<file path="config.mk">
export PLATFORM = sky130hd
export DESIGN_NAME = int_arbiter_flat
export DESIGN_NICKNAME = d
export VERILOG_FILES = /design/src/rtl/int_arbiter_pkg.sv /design/src/rtl/int_arbiter_if.sv /design/src/rtl/int_arbiter_prio_enc.sv /design/src/rtl/int_arbiter.sv /design/src/flat_wrapper.sv
export SDC_FILE = /design/constraint.sdc
export NUM_CORES = 1
export LEC_CHECK = 0
export BUFFER_PORTS_ARGS = -buffer_cell sky130_fd_sc_hd__buf_4
export CAP_MARGIN = 10
export CORE_AREA = 2 2 40 42
export DETAILED_ROUTE_END_ITERATION = 12
export DIE_AREA = 0 0 42 44
export HOLD_SLACK_MARGIN = 0.08
export PLACE_DENSITY = 0.77
export SLEW_MARGIN = 10
export SYNTH_ARGS = -nofsm -noshare
export SYNTH_HDL_FRONTEND = slang
export SYNTH_SLANG_ARGS = --single-unit
</file>
<file path="constraint.sdc">
create_clock -name clock -period 3.7 [get_ports clock]
set_input_delay 0.37 -clock clock [delete_from_list [all_inputs] [get_ports clock]]
set_output_delay 0.37 -clock clock [all_outputs]
set_load 0.02 [all_outputs]
</file>
<file path="src/rtl/int_arbiter_pkg.sv">
// Shared types and constants for the interrupt arbiter: FSM encoding, enable reset value, ID width helper.
package int_arb_pkg;

  typedef enum logic [1:0] {
    IDLE    = 2'd0,
    REQ     = 2'd1,
    SERVICE = 2'd2
  } state_t;

  // Wide enough for the largest supported source count; sliced to N_SRC at use.
  localparam logic [15:0] ENABLE_RST = 16'hFFFF;

  function automatic int id_w(input int n);
    return (n <= 2) ? 1 : $clog2(n);
  endfunction

endpackage

</file>
<file path="src/rtl/int_arbiter_if.sv">
// Arbiter-facing bundle: source lines, enable writes and trap handshake in; request, claim and status out.
interface int_arbiter_if
  import int_arb_pkg::*;
#(
  parameter int N_SRC = 4,
  parameter int ID_W  = id_w(N_SRC)
);

  logic [N_SRC-1:0] irq_src;
  logic             en_we;
  logic [N_SRC-1:0] en_wdata;
  logic             int_ack;
  logic             ret;
  logic             int_req;
  logic [ID_W-1:0]  claim_id;
  logic [N_SRC-1:0] pending;
  logic [N_SRC-1:0] enable;
  logic             busy;

  // Core/CSR side.
  modport master (
    output irq_src, en_we, en_wdata, int_ack, ret,
    input  int_req, claim_id, pending, enable, busy
  );

  // Arbiter side.
  modport slave (
    input  irq_src, en_we, en_wdata, int_ack, ret,
    output int_req, claim_id, pending, enable, busy
  );

endinterface

</file>
<file path="src/rtl/int_arbiter_prio_enc.sv">
// Fixed-priority encoder, lowest set index wins; purely combinational, zero latency.
module prio_enc #(
  parameter int N_SRC = 4,
  parameter int ID_W  = 2
) (
  input  logic [N_SRC-1:0] cand,
  output logic [ID_W-1:0]  id,
  output logic             valid
);

  always_comb begin
    id    = '0;
    valid = 1'b0;
    // Scan downward so the lowest set index is the last one written.
    for (int i = N_SRC - 1; i >= 0; i--) begin
      if (cand[i]) begin
        id    = ID_W'(i);
        valid = 1'b1;
      end
    end
  end

endmodule

</file>
<file path="src/rtl/int_arbiter.sv">
// Edge-captured, maskable interrupt arbiter; one claim in flight from request to mret, no preemption.
// Rise to int_req is two edges; a stalled int_ack simply holds REQ until it arrives or the source is disabled.
module int_arbiter
  import int_arb_pkg::*;
#(
  parameter int N_SRC = 4,
  parameter int ID_W  = id_w(N_SRC)
) (
  input logic         clock,
  input logic         reset,
  int_arbiter_if.slave bus
);

  logic [N_SRC-1:0] src_q;
  logic [N_SRC-1:0] pending_q;
  logic [N_SRC-1:0] enable_q;
  logic [N_SRC-1:0] rise;
  logic [N_SRC-1:0] cand;
  logic [N_SRC-1:0] clr;
  logic [ID_W-1:0]  claim_q;
  logic [ID_W-1:0]  win_id;
  logic             win_vld;
  logic             claim_ld;
  logic             ack_ok;
  state_t           state_q;
  state_t           state_d;

  assign rise = bus.irq_src & ~src_q;
  assign cand = pending_q & enable_q;
  assign clr  = ack_ok ? (N_SRC'(1) << claim_q) : '0;

  prio_enc #(
    .N_SRC (N_SRC),
    .ID_W  (ID_W)
  ) u_prio_enc (
    .cand  (cand),
    .id    (win_id),
    .valid (win_vld)
  );

  always_comb begin
    state_d  = state_q;
    claim_ld = 1'b0;
    ack_ok   = 1'b0;
    case (state_q)
      IDLE: begin
        if (win_vld) begin
          state_d  = REQ;
          claim_ld = 1'b1;
        end
      end
      REQ: begin
        // Ack takes precedence over a same-cycle mask write withdrawing the claim.
        if (bus.int_ack) begin
          state_d = SERVICE;
          ack_ok  = 1'b1;
        end else if (!enable_q[claim_q]) begin
          state_d = IDLE;
        end
      end
      SERVICE: begin
        if (bus.ret) begin
          state_d = IDLE;
        end
      end
      default: state_d = IDLE;
    endcase
  end

  always_ff @(posedge clock or posedge reset) begin
    if (reset) begin
      state_q <= IDLE;
    end else begin
      state_q <= state_d;
    end
  end

  always_ff @(posedge clock or posedge reset) begin
    if (reset) begin
      src_q     <= '0;
      pending_q <= '0;
      enable_q  <= ENABLE_RST[N_SRC-1:0];
      claim_q   <= '0;
    end else begin
      src_q     <= bus.irq_src;
      // A rise on the source being acked re-arms it rather than being lost.
      pending_q <= (pending_q & ~clr) | rise;
      if (bus.en_we) begin
        enable_q <= bus.en_wdata;
      end
      if (claim_ld) begin
        claim_q <= win_id;
      end
    end
  end

  assign bus.int_req  = (state_q == REQ);
  assign bus.busy     = (state_q != IDLE);
  assign bus.claim_id = claim_q;
  assign bus.pending  = pending_q;
  assign bus.enable   = enable_q;

endmodule

</file>
<file path="src/flat_wrapper.sv">
// flat-port wrapper written by rule: the top's interface ports become plain ports
module int_arbiter_flat import int_arb_pkg::*;
#(
  parameter int N_SRC = 4,
  parameter int ID_W  = id_w(N_SRC)
)
  (clock, reset, bus_irq_src, bus_en_we, bus_en_wdata, bus_int_ack, bus_ret, bus_int_req, bus_claim_id, bus_pending, bus_enable, bus_busy);
  int_arbiter_if #(.N_SRC(N_SRC), .ID_W(ID_W)) bus_i ();
  input logic clock;
  input logic reset;
  input wire logic [$bits(bus_i.irq_src)-1:0] bus_irq_src;
  input wire logic [$bits(bus_i.en_we)-1:0] bus_en_we;
  input wire logic [$bits(bus_i.en_wdata)-1:0] bus_en_wdata;
  input wire logic [$bits(bus_i.int_ack)-1:0] bus_int_ack;
  input wire logic [$bits(bus_i.ret)-1:0] bus_ret;
  output wire logic [$bits(bus_i.int_req)-1:0] bus_int_req;
  output wire logic [$bits(bus_i.claim_id)-1:0] bus_claim_id;
  output wire logic [$bits(bus_i.pending)-1:0] bus_pending;
  output wire logic [$bits(bus_i.enable)-1:0] bus_enable;
  output wire logic [$bits(bus_i.busy)-1:0] bus_busy;
  assign bus_i.irq_src = bus_irq_src;
  assign bus_i.en_we = bus_en_we;
  assign bus_i.en_wdata = bus_en_wdata;
  assign bus_i.int_ack = bus_int_ack;
  assign bus_i.ret = bus_ret;
  assign bus_int_req = bus_i.int_req;
  assign bus_claim_id = bus_i.claim_id;
  assign bus_pending = bus_i.pending;
  assign bus_enable = bus_i.enable;
  assign bus_busy = bus_i.busy;
  int_arbiter #(.N_SRC(N_SRC), .ID_W(ID_W)) u_core (.clock(clock), .reset(reset), .bus(bus_i));
endmodule
</file>
After elaboration in Yosys (flattened, before gate mapping). Cells that the tools add are included.

Word-level logic and storage cells: 41. Flip-flop bits (word level): 16.

Bitwise operators: 6. Eq/ne operators: 5. Reduce and logical (&&, ||, !) cells: 3. Shift-type cells: 1. Magnitude comparators: 1. Mux-type cells: 20.

Operators with widths (count): $mux W2 (8); $and A4 B4 Y4 (3); $mux W1 (9); $not A4 Y4 (2); $pmux W2 S3 (1); $mux W4 (1); $ne A2 B2 Y1 const B (2); $or A4 B4 Y4 (1); $shl A1 B2 Y4 const A (1); $lt A2 B3 Y1 const B (1); $ne A3 B3 Y1 const B (1); $reduce_and A3 Y1 (1); $bmux W1 S2 (1); $eq A2 B1 Y1 const B (1); $eq A2 B2 Y1 const B (1); $logic_not A2 Y1 (1); $reduce_bool A2 Y1 (1).

Longest topological paths before layout. Gate-level depths: netlist (run 1).

Word-level depth: 7. Depth in mapped cells: 4. Mapped depth without buffers: 4.

By module. From an unflattened synthesis (run 1), not the netlist that was laid out.

Cells, all modules: 60. Area, all modules: 721.9 µm².

By module, submodules not included: int_arbiter (area each 686.9 µm², times used 1, cells an instance 53, seq. area each 405.4 µm²); prio_enc (area each 35.0 µm², times used 1, cells an instance 7, seq. area each 0.0 µm²).

Worst setup path after synthesis (run 1). Ideal clock, no wire load.

Path kind: register to register. Start point: reg u_core.enable_q[2] (netlist: u_core.bus.enable[2]). End point: reg u_core.claim_q[0] (netlist: u_core.bus.claim_id[0]). Period minus slack after synthesis: 1.295 ns. Cell stages (with the launch flop): 5. Slack: 2.405 ns. Arrival time: 1.167 ns. Path buffers: 0. Cell sequence: dfstp_2 -> nand2_1 -> a32oi_1 -> a21oi_1 -> mux2_1.

Longest elaborated chain between the ends: 6.

RTL lines: from (decl) (RTL line int_arbiter.sv:16) `logic [N_SRC-1:0] enable_q;`; from (signal assigned) (RTL line int_arbiter.sv:82) `enable_q <= ENABLE_RST[N_SRC-1:0];`; from (signal assigned) (RTL line int_arbiter.sv:89) `enable_q <= bus.en_wdata;`; $and A4 B4 Y4 * (RTL line int_arbiter.sv:29) `assign cand = pending_q & enable_q;`; $mux W1 (3 in a row) (RTL line int_arbiter_prio_enc.sv:16) `if (cand[i]) begin`; $mux W1 (RTL line int_arbiter.sv:47) `if (win_vld) begin`; $mux W1 (RTL line int_arbiter.sv:45) `case (state_q)`; to (signal assigned) (RTL line int_arbiter.sv:92) `claim_q <= win_id;`; to (decl) (RTL line int_arbiter.sv:20) `logic [ID_W-1:0] claim_q;`.

Mark *: on every way between the ends. The rest lies on a longest branch, timed or not. A chain may end at the register's enable or synchronous reset.

Worst setup path after layout (run 1).
Start point: reg u_core.state_q[1]. End point: out bus_busy.

Longest elaborated chain between the ends: 1.

RTL lines: from (decl) (RTL line int_arbiter.sv:25) `state_t state_q;`; from (signal assigned) (RTL line int_arbiter.sv:74) `state_q <= state_d;`; $reduce_bool A2 Y1 (RTL line int_arbiter.sv:98) `assign bus.busy = (state_q != IDLE);`; to (decl) (RTL line flat_wrapper.sv:20) `output wire logic [$bits(bus_i.busy)-1:0] bus_busy;`.

Every way passes these cells.

==> results.ini, run 1 <==
[run_status]
status=finished clean

[drt]
wl_um=1360
dr.pass1.iters=2
viasPerCell=5.26
drcViolationCount=0
ant_nets=0
drt_iter0_markers=13
num_vias=515
wire_per_inst_um=13.9

[yosys]
async_flop_share_pct=100
yosysWarnings=0
synthTopCellsByArea=dfrtp_1 46%, dfstp_2 16%, mux2_2 6.8%
ys_ff_latch=16
synth-seq-area-share_pct=61.6
yosys.area.top_type=dfrtp_1
syn_nets=67
synth-edff-count=0
ys.flop_type=dfrtp_1
synth.top_cell.area_share_pct=45.6
synth_area_um2=658
syn_avg_cell_area_um2=12.2
synthCells=54
synth_cell_types=18

[sta]
layout_min_cycle_time_ps=1550
max_slew_margin_pct=60.2
hold_violations=0
final-max-slew-violation-count=0
worst_pin_slew_ps=596
max_freq_ghz=0.643
post-route-period-util_pct=42.0
setup_violations=0
grt_setup_unrepaired=no
fin_skew_ps=0.972
setup_tns_ps=0

[global_route]
grt_pass1_wl_um=2140
grtUsageMet2_pct=26.3
top_usage_layer=met2
grt_use_met1_pct=19.4
met3_usage_pct=4.17
overflow=0
grt_antenna_before_repair=0
grt_pass1_vias=501
grt_usage_pct=16.1
grt_start_max_net_pins=17

[power]
worst_ir_drop_vdd_mv=0.365
p_leak_nw=0.426
combPwrFrac_pct=41.0
p_sw_share_pct=37.8
p_per_area_nw_per_um2=737
clockPowerShare_pct=17.1
p_seq_share_pct=42.0
p_sw_uw=249
power.internal_uw=410

[worst_setup_path]
crit_cells=3
slowest_stage=dfrtp_1
r2r-end=u_core.bus.claim_id[0]
cp-end-kind=output port
path_cells=nor2_1, inv_1, buf_4
crit_path_max_incr_delay_ps=420
r2r_slack_ps=2410
critPathMaxFanout=4
cp_top_family=flip-flops
cp_data_required_time_ps=3330
critPathKind=flip-flop to output port
cp.arrival_ps=1180
start_kind=flip-flop
r2r-start=u_core.bus.enable[2]
crit_buf_inv=2
r2r_cells=4
cp-startpoint=u_core.state_q[1]

[cts]
cts_root_buf=clkbuf_4
postCtsSetupBuffers=0
clkTransAtPathRegs_ps=90
clk_path_buf_depth=2
tritoncts=built
clk_latency_ps=280
cts_max_level=1
cts.sinks=16
cts_resized=0
cts_inserted_buffers=3
ctsHoldBuffers=0

[placed_design]
io_buffer_count=24
placed_area_um2=858
hpwl_um=1020
gp_congestion=0.771

[floorplanning]
die_x_um=42
start_util_pct=46.4
fp.dieH_um=44
ios=25
fp.dieArea_um2=1850
core_um2=1420
rows=14

[min_path]
hp-class=input port to asynchronous set/reset pin

[final_layout]
fillers=122
diodes=0
nets=96
drive_gt1_share_pct=47.6
final_area_um2=895
syn2layout_area_growth_pct=35.9

[job]
drv_cap=0

-- power groups by stage --
stage | logic (mW) | registers (mW) | clock network, mW
finish | 0.270 | 0.277 | 0.112
detailed placement | 0.270 | 0.279 | 0
global route | 0.293 | 0.285 | 0.126
global placement | 0.266 | 0.276 | 0
floorplan | 0.127 | 0.307 | 0
CTS | 0.274 | 0.276 | 0.116
-- cell type report --
cell class / count / area (um^2) / area share (%)
clock buffers: 4 / 36.3 / 4.06
inverters: 7 / 26.3 / 2.94
multi-input cells: 31 / 226 / 25.3
flip-flops and latches: 16 / 405 / 45.3
well taps: 16 / 20.0 / 2.24
repair buffers: 24 / 180 / 20.1
-- per-stage QoR --
stage | hold slack (ps) | instances | power [mW] | util [%] | setup WS, ps
after floorplan | 281 | 54 | 0.434 | - | 2410
after detailed placement | 418 | 94 | 0.549 | 60.5 | 2430
after CTS | 161 | 98 | 0.666 | 63.1 | 2130
final | 150 | 98 | 0.659 | 63.1 | 2150
after global routing | 181 | 98 | 0.704 | 63.1 | 2030
after global placement | 402 | 94 | 0.542 | 60.5 | 2440
-- state kept, by name, indices dropped and copies added, names as in the netlist --
name,count
u_core.bus.enable,4
u_core.state_q,2
u_core.bus.claim_id,2
u_core.bus.pending,4
u_core.src_q,4
-- cell families after synthesis --
group           synth area share, %
flops                          61.6
buf+inv                        3.99
compound gates                 13.9
simple gates                   8.55
mux                            12.0
-- cell usage in the layout (no fill, tap or decap) --
| master | Yosys | routed |
|---|---|---|
| a21oi_1 | 3 | 3 |
| a22o_1 | 1 | 1 |
| a32oi_1 | 1 | 1 |
| buf_4 | 0 | 24 |
| clkbuf_4 | 0 | 3 |
| clkbuf_8 | 0 | 1 |
| dfrtp_1 | 12 | 12 |
| dfstp_2 | 4 | 4 |
| inv_1 | 7 | 7 |
| mux2_1 | 1 | 1 |
| mux2_2 | 4 | 4 |
| mux4_2 | 1 | 1 |
| nand2_1 | 5 | 5 |
| nand3_1 | 1 | 1 |
| nand3b_1 | 1 | 1 |
| nor2_1 | 1 | 1 |
| nor2b_4 | 1 | 1 |
| o21ai_0 | 7 | 7 |
| o21ai_2 | 1 | 1 |
| o31ai_1 | 2 | 2 |
| or2b_1 | 1 | 1 |
-- Yosys cell counts, types with 2 or more instances --
cell type  number
a21oi_1         3
dfrtp_1        12
dfstp_2         4
inv_1           7
mux2_2          4
nand2_1         5
o21ai_0         7
o31ai_1         2
-- worst max-delay path by stage --
stage                             endpoint  slack [ps]
floorplan           u_core.bus.claim_id[0]        2410
global placement    u_core.bus.claim_id[0]        2440
detailed placement  u_core.bus.claim_id[0]        2430
CTS                               bus_busy        2130
global route                      bus_busy        2030
finish                            bus_busy        2150
-- metal layers --
metal | share of wire, % | vias up
met5 | 0 | -
met3 | 5.7 | 6
met4 | 3.4 | 0
li1 | - | 245
met1 | 38 | 245
met2 | 53 | 19
Power figures use the tool's default switching activity.
==> run 2, diff against run 1 <==
--- a/config.mk
+++ b/config.mk
@@ -7,11 +7,11 @@
 export LEC_CHECK = 0
 export BUFFER_PORTS_ARGS = -buffer_cell sky130_fd_sc_hd__buf_4
 export CAP_MARGIN = 10
-export CORE_AREA = 2 2 40 42
+export CORE_AREA = 2 2 44 46
 export DETAILED_ROUTE_END_ITERATION = 12
-export DIE_AREA = 0 0 42 44
+export DIE_AREA = 0 0 46 48
 export HOLD_SLACK_MARGIN = 0.08
-export PLACE_DENSITY = 0.77
+export PLACE_DENSITY = 0.67
 export SLEW_MARGIN = 10
 export SYNTH_ARGS = -nofsm -noshare
 export SYNTH_HDL_FRONTEND = slang
==> constraint.sdc (replaced) <==
create_clock -name clock -period 1.3 [get_ports clock]
set_input_delay 0.13 -clock clock [delete_from_list [all_inputs] [get_ports clock]]
set_output_delay 0.13 -clock clock [all_outputs]
set_load 0.02 [all_outputs]
==> run 2 against run 1 <==
Net effect: clock-buffer cell count did not move; register-to-register slack worse by 2400 ps; power increased to 3.1 times the previous value; die area grew 19%; cell count grew 15%; largest cell class unchanged; highest routed layer unchanged.
==> results.ini, run 2 (synthesis results as in run 1) <==
[run_status]
status=finished clean

[sta]
setup_tns_ps=0
hold_violations=0
max_slew_margin_pct=60.2
max_freq_ghz=0.796
final-max-slew-violation-count=0
fin_skew_ps=2.98
layout_min_cycle_time_ps=1260
setup_violations=0
grt_setup_unrepaired=yes
post-route-period-util_pct=96.6
hold_ws_ps=89.9
worst_pin_slew_ps=596

[final_layout]
layout_commonest_cell=buf_4
diodes=0
nets=110
syn2layout_area_growth_pct=55.5
final_area_um2=1020
fillers=166
mostFrequentLayoutCells=30 x buf_4, 12 x dfrtp_1, 7 x inv_1
drive_gt1_share_pct=51.0

[power]
p_leak_nw=0.488
worst_ir_drop_vdd_mv=1.00
p_per_area_nw_per_um2=2020

[worst_setup_path]
r2r_cells=4
r2r-end=u_core.bus.claim_id[0]
cp.arrival_ps=1130
r2r_slack_ps=40
start_kind=flip-flop
cp-startpoint=u_core.state_q[1]
critPathMaxFanout=4
cp-end-kind=output port
r2r-start=u_core.bus.enable[2]
cp_data_required_time_ps=1170
critPathKind=flip-flop to output port

[cts]
cts.sinks=16
clk_path_buf_depth=2
cts_root_buf=clkbuf_4
clk_latency_ps=270
cts_inserted_buffers=3
tritoncts=built
cts_max_level=1
clkTransAtPathRegs_ps=90

[min_path]
hp-class=input port to flip-flop
hp-start=bus_en_wdata[0]
whs_path_depth=2
whs_endpoint=u_core.bus.enable[0]

[floorplanning]
start_util_pct=39.0
die_x_um=46
ios=25
fp.dieArea_um2=2210
core_um2=1690
fp.dieH_um=48
rows=15

[job]
drv_cap=0

[drt]
dr.pass1.iters=4
ant_nets=0
wire_per_inst_um=12.6
wl_um=1420
num_vias=558
drcViolationCount=0
drt_iter0_markers=6
viasPerCell=4.94

[global_route]
overflow=0
grt_usage_pct=14.6
grt_pass1_vias=577
grt_pass1_wl_um=2260
grt_antenna_before_repair=0
grt_start_max_net_pins=17

[placed_design]
hpwl_um=1060
gp_congestion=0.787
placed_area_um2=890
io_buffer_count=24

## run 2: cell count changes in the layout (fill, tap and decap cells not counted), sizes merged
cell,previous run,this run
buf,24,32
dlygate4sd3,0,6
## run 2: worst max-delay path by stage
stage               slack, ps                      to
floorplan                   5  u_core.bus.claim_id[0]
global placement           80  u_core.bus.claim_id[0]
detailed placement         40  u_core.bus.claim_id[0]
CTS                         9                bus_busy
global route               -6             bus_int_req
finish                     40             bus_int_req
## run 2: cell type report
type | count | area, um^2 | area share [%]
Timing Repair Buffer | 38 | 308 | 30.1
Tap cell | 17 | 21.3 | 2.08
Sequential cell | 16 | 405 | 39.6
Clock buffer | 4 | 26.3 | 2.57
Multi-Input combinational cell | 31 | 236 | 23.1
Inverter | 7 | 26.3 | 2.57
## run 2: through the flow
step                worst slack (ps)  instances  total power [mW]  utilization [%]
finish                          44.4        113              2.07             60.6
global route                   -6.03        113              2.20             60.6
CTS                             8.72        110              1.97             58.4
detailed placement              43.3         99              1.66             52.7
global placement                79.4         99              1.64             52.7
floorplan                       5.48         54              1.24                -
## run 2: power by group
| part | switching (mW) | leakage (nW) | internal, mW |
|---|---|---|---|
| combinational | 0.491 | 0.297 | 0.559 |
| sequential | 0.121 | 0.176 | 0.636 |
| clock | 0.141 | 0.0150 | 0.119 |
## run 2: repair_timing
item,CTS,global route
buffers inserted,1,3
hold buffers,6,0
hold endpoints to repair,17,0
pin swaps,1,3
resized for setup,1,5
endpoints found under the setup margin,1,3
gates cloned,0,0
## run 2: critical path, cell delays in order, from the launching register on
cell     delay, ps
dfrtp_1        410
buf_4          150
nor2b_4        140
buf_4          160
## run 2: per-layer routing
layer / vias up / global-route usage [%] / wire, um
li1: 275 / - / -
met1: 267 / 17.0 / 627
met2: 14 / 26.4 / 734
met3: 2 / 2.26 / 50
met4: 0 / 6.86 / 10
met5: - / 0 / 0
==> run 3, diff against run 2 <==
--- a/config.mk
+++ b/config.mk
@@ -7,11 +7,11 @@
 export LEC_CHECK = 0
 export BUFFER_PORTS_ARGS = -buffer_cell sky130_fd_sc_hd__buf_4
 export CAP_MARGIN = 10
-export CORE_AREA = 2 2 44 46
+export CORE_AREA = 2 2 40 42
 export DETAILED_ROUTE_END_ITERATION = 12
-export DIE_AREA = 0 0 46 48
+export DIE_AREA = 0 0 42 44
 export HOLD_SLACK_MARGIN = 0.08
-export PLACE_DENSITY = 0.67
+export PLACE_DENSITY = 0.77
 export SLEW_MARGIN = 10
 export SYNTH_ARGS = -nofsm -noshare
 export SYNTH_HDL_FRONTEND = slang
==> constraint.sdc (replaced) <==
create_clock -name clock -period 1.6 [get_ports clock]
set_input_delay 0.16 -clock clock [delete_from_list [all_inputs] [get_ports clock]]
set_output_delay 0.16 -clock clock [all_outputs]
set_load 0.02 [all_outputs]
==> run 3 against run 2 <==
Net effect: die area is 16% lower; worst hold slack better by 4.0 ps; largest power group is now registers; cell count decreased by 7.1%; clock skew down 2.7 ps; critical endpoint is now bus_busy; clock-buffer cell count did not move; sequential power fell by 16%; power is 25% lower; combinational power shrank 40%; global-route usage up 3.9 points.
==> results.ini, run 3 (synthesis results as in run 1) <==
[drt]
dr.pass1.iters=3
drt_iter0_markers=2
wire_per_inst_um=13.6
wl_um=1430
viasPerCell=4.99
num_vias=524
drcViolationCount=0
ant_nets=0

[floorplanning]
ios=25
core_um2=1420
rows=14
fp.dieArea_um2=1850
start_util_pct=46.4
fp.dieH_um=44
die_x_um=42

[worst_setup_path]
cp.arrival_ps=1170
start_kind=flip-flop
critPathMaxFanout=4
cp-end-kind=output port
critPathKind=flip-flop to output port
cp_data_required_time_ps=1440

[sta]
setup_violations=0
hold_violations=0
setup_tns_ps=0
layout_min_cycle_time_ps=1330
final-max-slew-violation-count=0
fin_skew_ps=0.305
grt_setup_unrepaired=no
max_slew_margin_pct=60.4
max_freq_ghz=0.750
post-route-period-util_pct=83.3
worst_pin_slew_ps=594

[global_route]
grt_usage_pct=18.6
grt_start_max_net_pins=17
overflow=0
grt_antenna_before_repair=0
grt_pass1_vias=521
grt_pass1_wl_um=2370

[power]
p_leak_nw=0.455
worst_ir_drop_vdd_mv=0.805
p_per_area_nw_per_um2=1600
power.total_mw=1.54

[final_layout]
layout.cells.non_filler=105
post-route-util_pct=68.0
multiInputGateArea_um2=226
drive_gt1_share_pct=43.8
mostFrequentLayoutCells=24 x buf_4, 12 x dfrtp_1, 7 x o21ai_0, 7 x inv_1, 7 x dlygate4sd3_1
syn2layout_area_growth_pct=46.6
diodes=0
layout_commonest_cell=buf_4
nets=103
seqCellArea_um2=405
fillers=113
final_area_um2=965

[cts]
cts_root_buf=clkbuf_4
clkTransAtPathRegs_ps=90
clk_latency_ps=290
postCtsSetupBuffers=0
tritoncts=built
cts_max_level=1
cts_resized=0
cts.sinks=16
ctsHoldBuffers=6
cts_inserted_buffers=3
clk_path_buf_depth=2

[placed_design]
hpwl_um=1030
place_inst=94
gp_congestion=0.788
io_buffer_count=24
placed_area_um2=858

[run_status]
status=finished clean

[min_path]
hp-class=input port to flip-flop

[job]
drv_cap=0

-- run 3: final cells by class --
type	instances	share of cell area, %
clock buffer	4	3.76
tap	16	2.08
sequential	16	42.0
inverter	7	2.72
timing repair buffer	31	25.9
multi-input combinational	31	23.5
-- run 3: where the power goes --
group	total (mW)	internal (mW)	switching, mW
registers	0.639	0.517	0.122
logic	0.635	0.304	0.331
clock network	0.270	0.139	0.131
total	1.54	0.960	0.584
-- run 3: metrics by stage --
stage	worst slack [ps]	hold slack, ps
after floorplan	305	70.9
after global placement	337	258
after detailed placement	329	258
after CTS	255	93.1
after global routing	136	89.8
final	267	93.9
-- run 3: per-layer routing --
| metal | up-vias | track usage [%] | part of all wire, % |
|---|---|---|---|
| met1 | 239 | 20.5 | 38 |
| met2 | 18 | 30.6 | 53 |
| met5 | - | 0 | 0 |
| met3 | 7 | 4.17 | 4.7 |
| met4 | 0 | 15.5 | 4.7 |
| li1 | 260 | - | - |
-- run 3: worst paths after layout --
path | start | end | slack (ps) | depth (start not counted)
setup / recovery | u_core.state_q[1] | bus_busy | 270 | 3
hold / removal | bus_en_wdata[1] | u_core.bus.enable[1] | 90 | 2
setup reg to reg | u_core.bus.enable[2] | u_core.bus.claim_id[0] | 310 | 4
hold reg to reg | u_core.src_q[1] | u_core.bus.pending[1] | 430 | 1
max in group asynchronous | reset | u_core.src_q[1] | 730 | 3
min in group asynchronous | reset | u_core.bus.claim_id[1] | 480 | 3
-- run 3: critical path, cell delays in order (launching register included) --
cell     delay (ps)
dfrtp_1         420
nor2_1          230
inv_1            70
buf_4           160
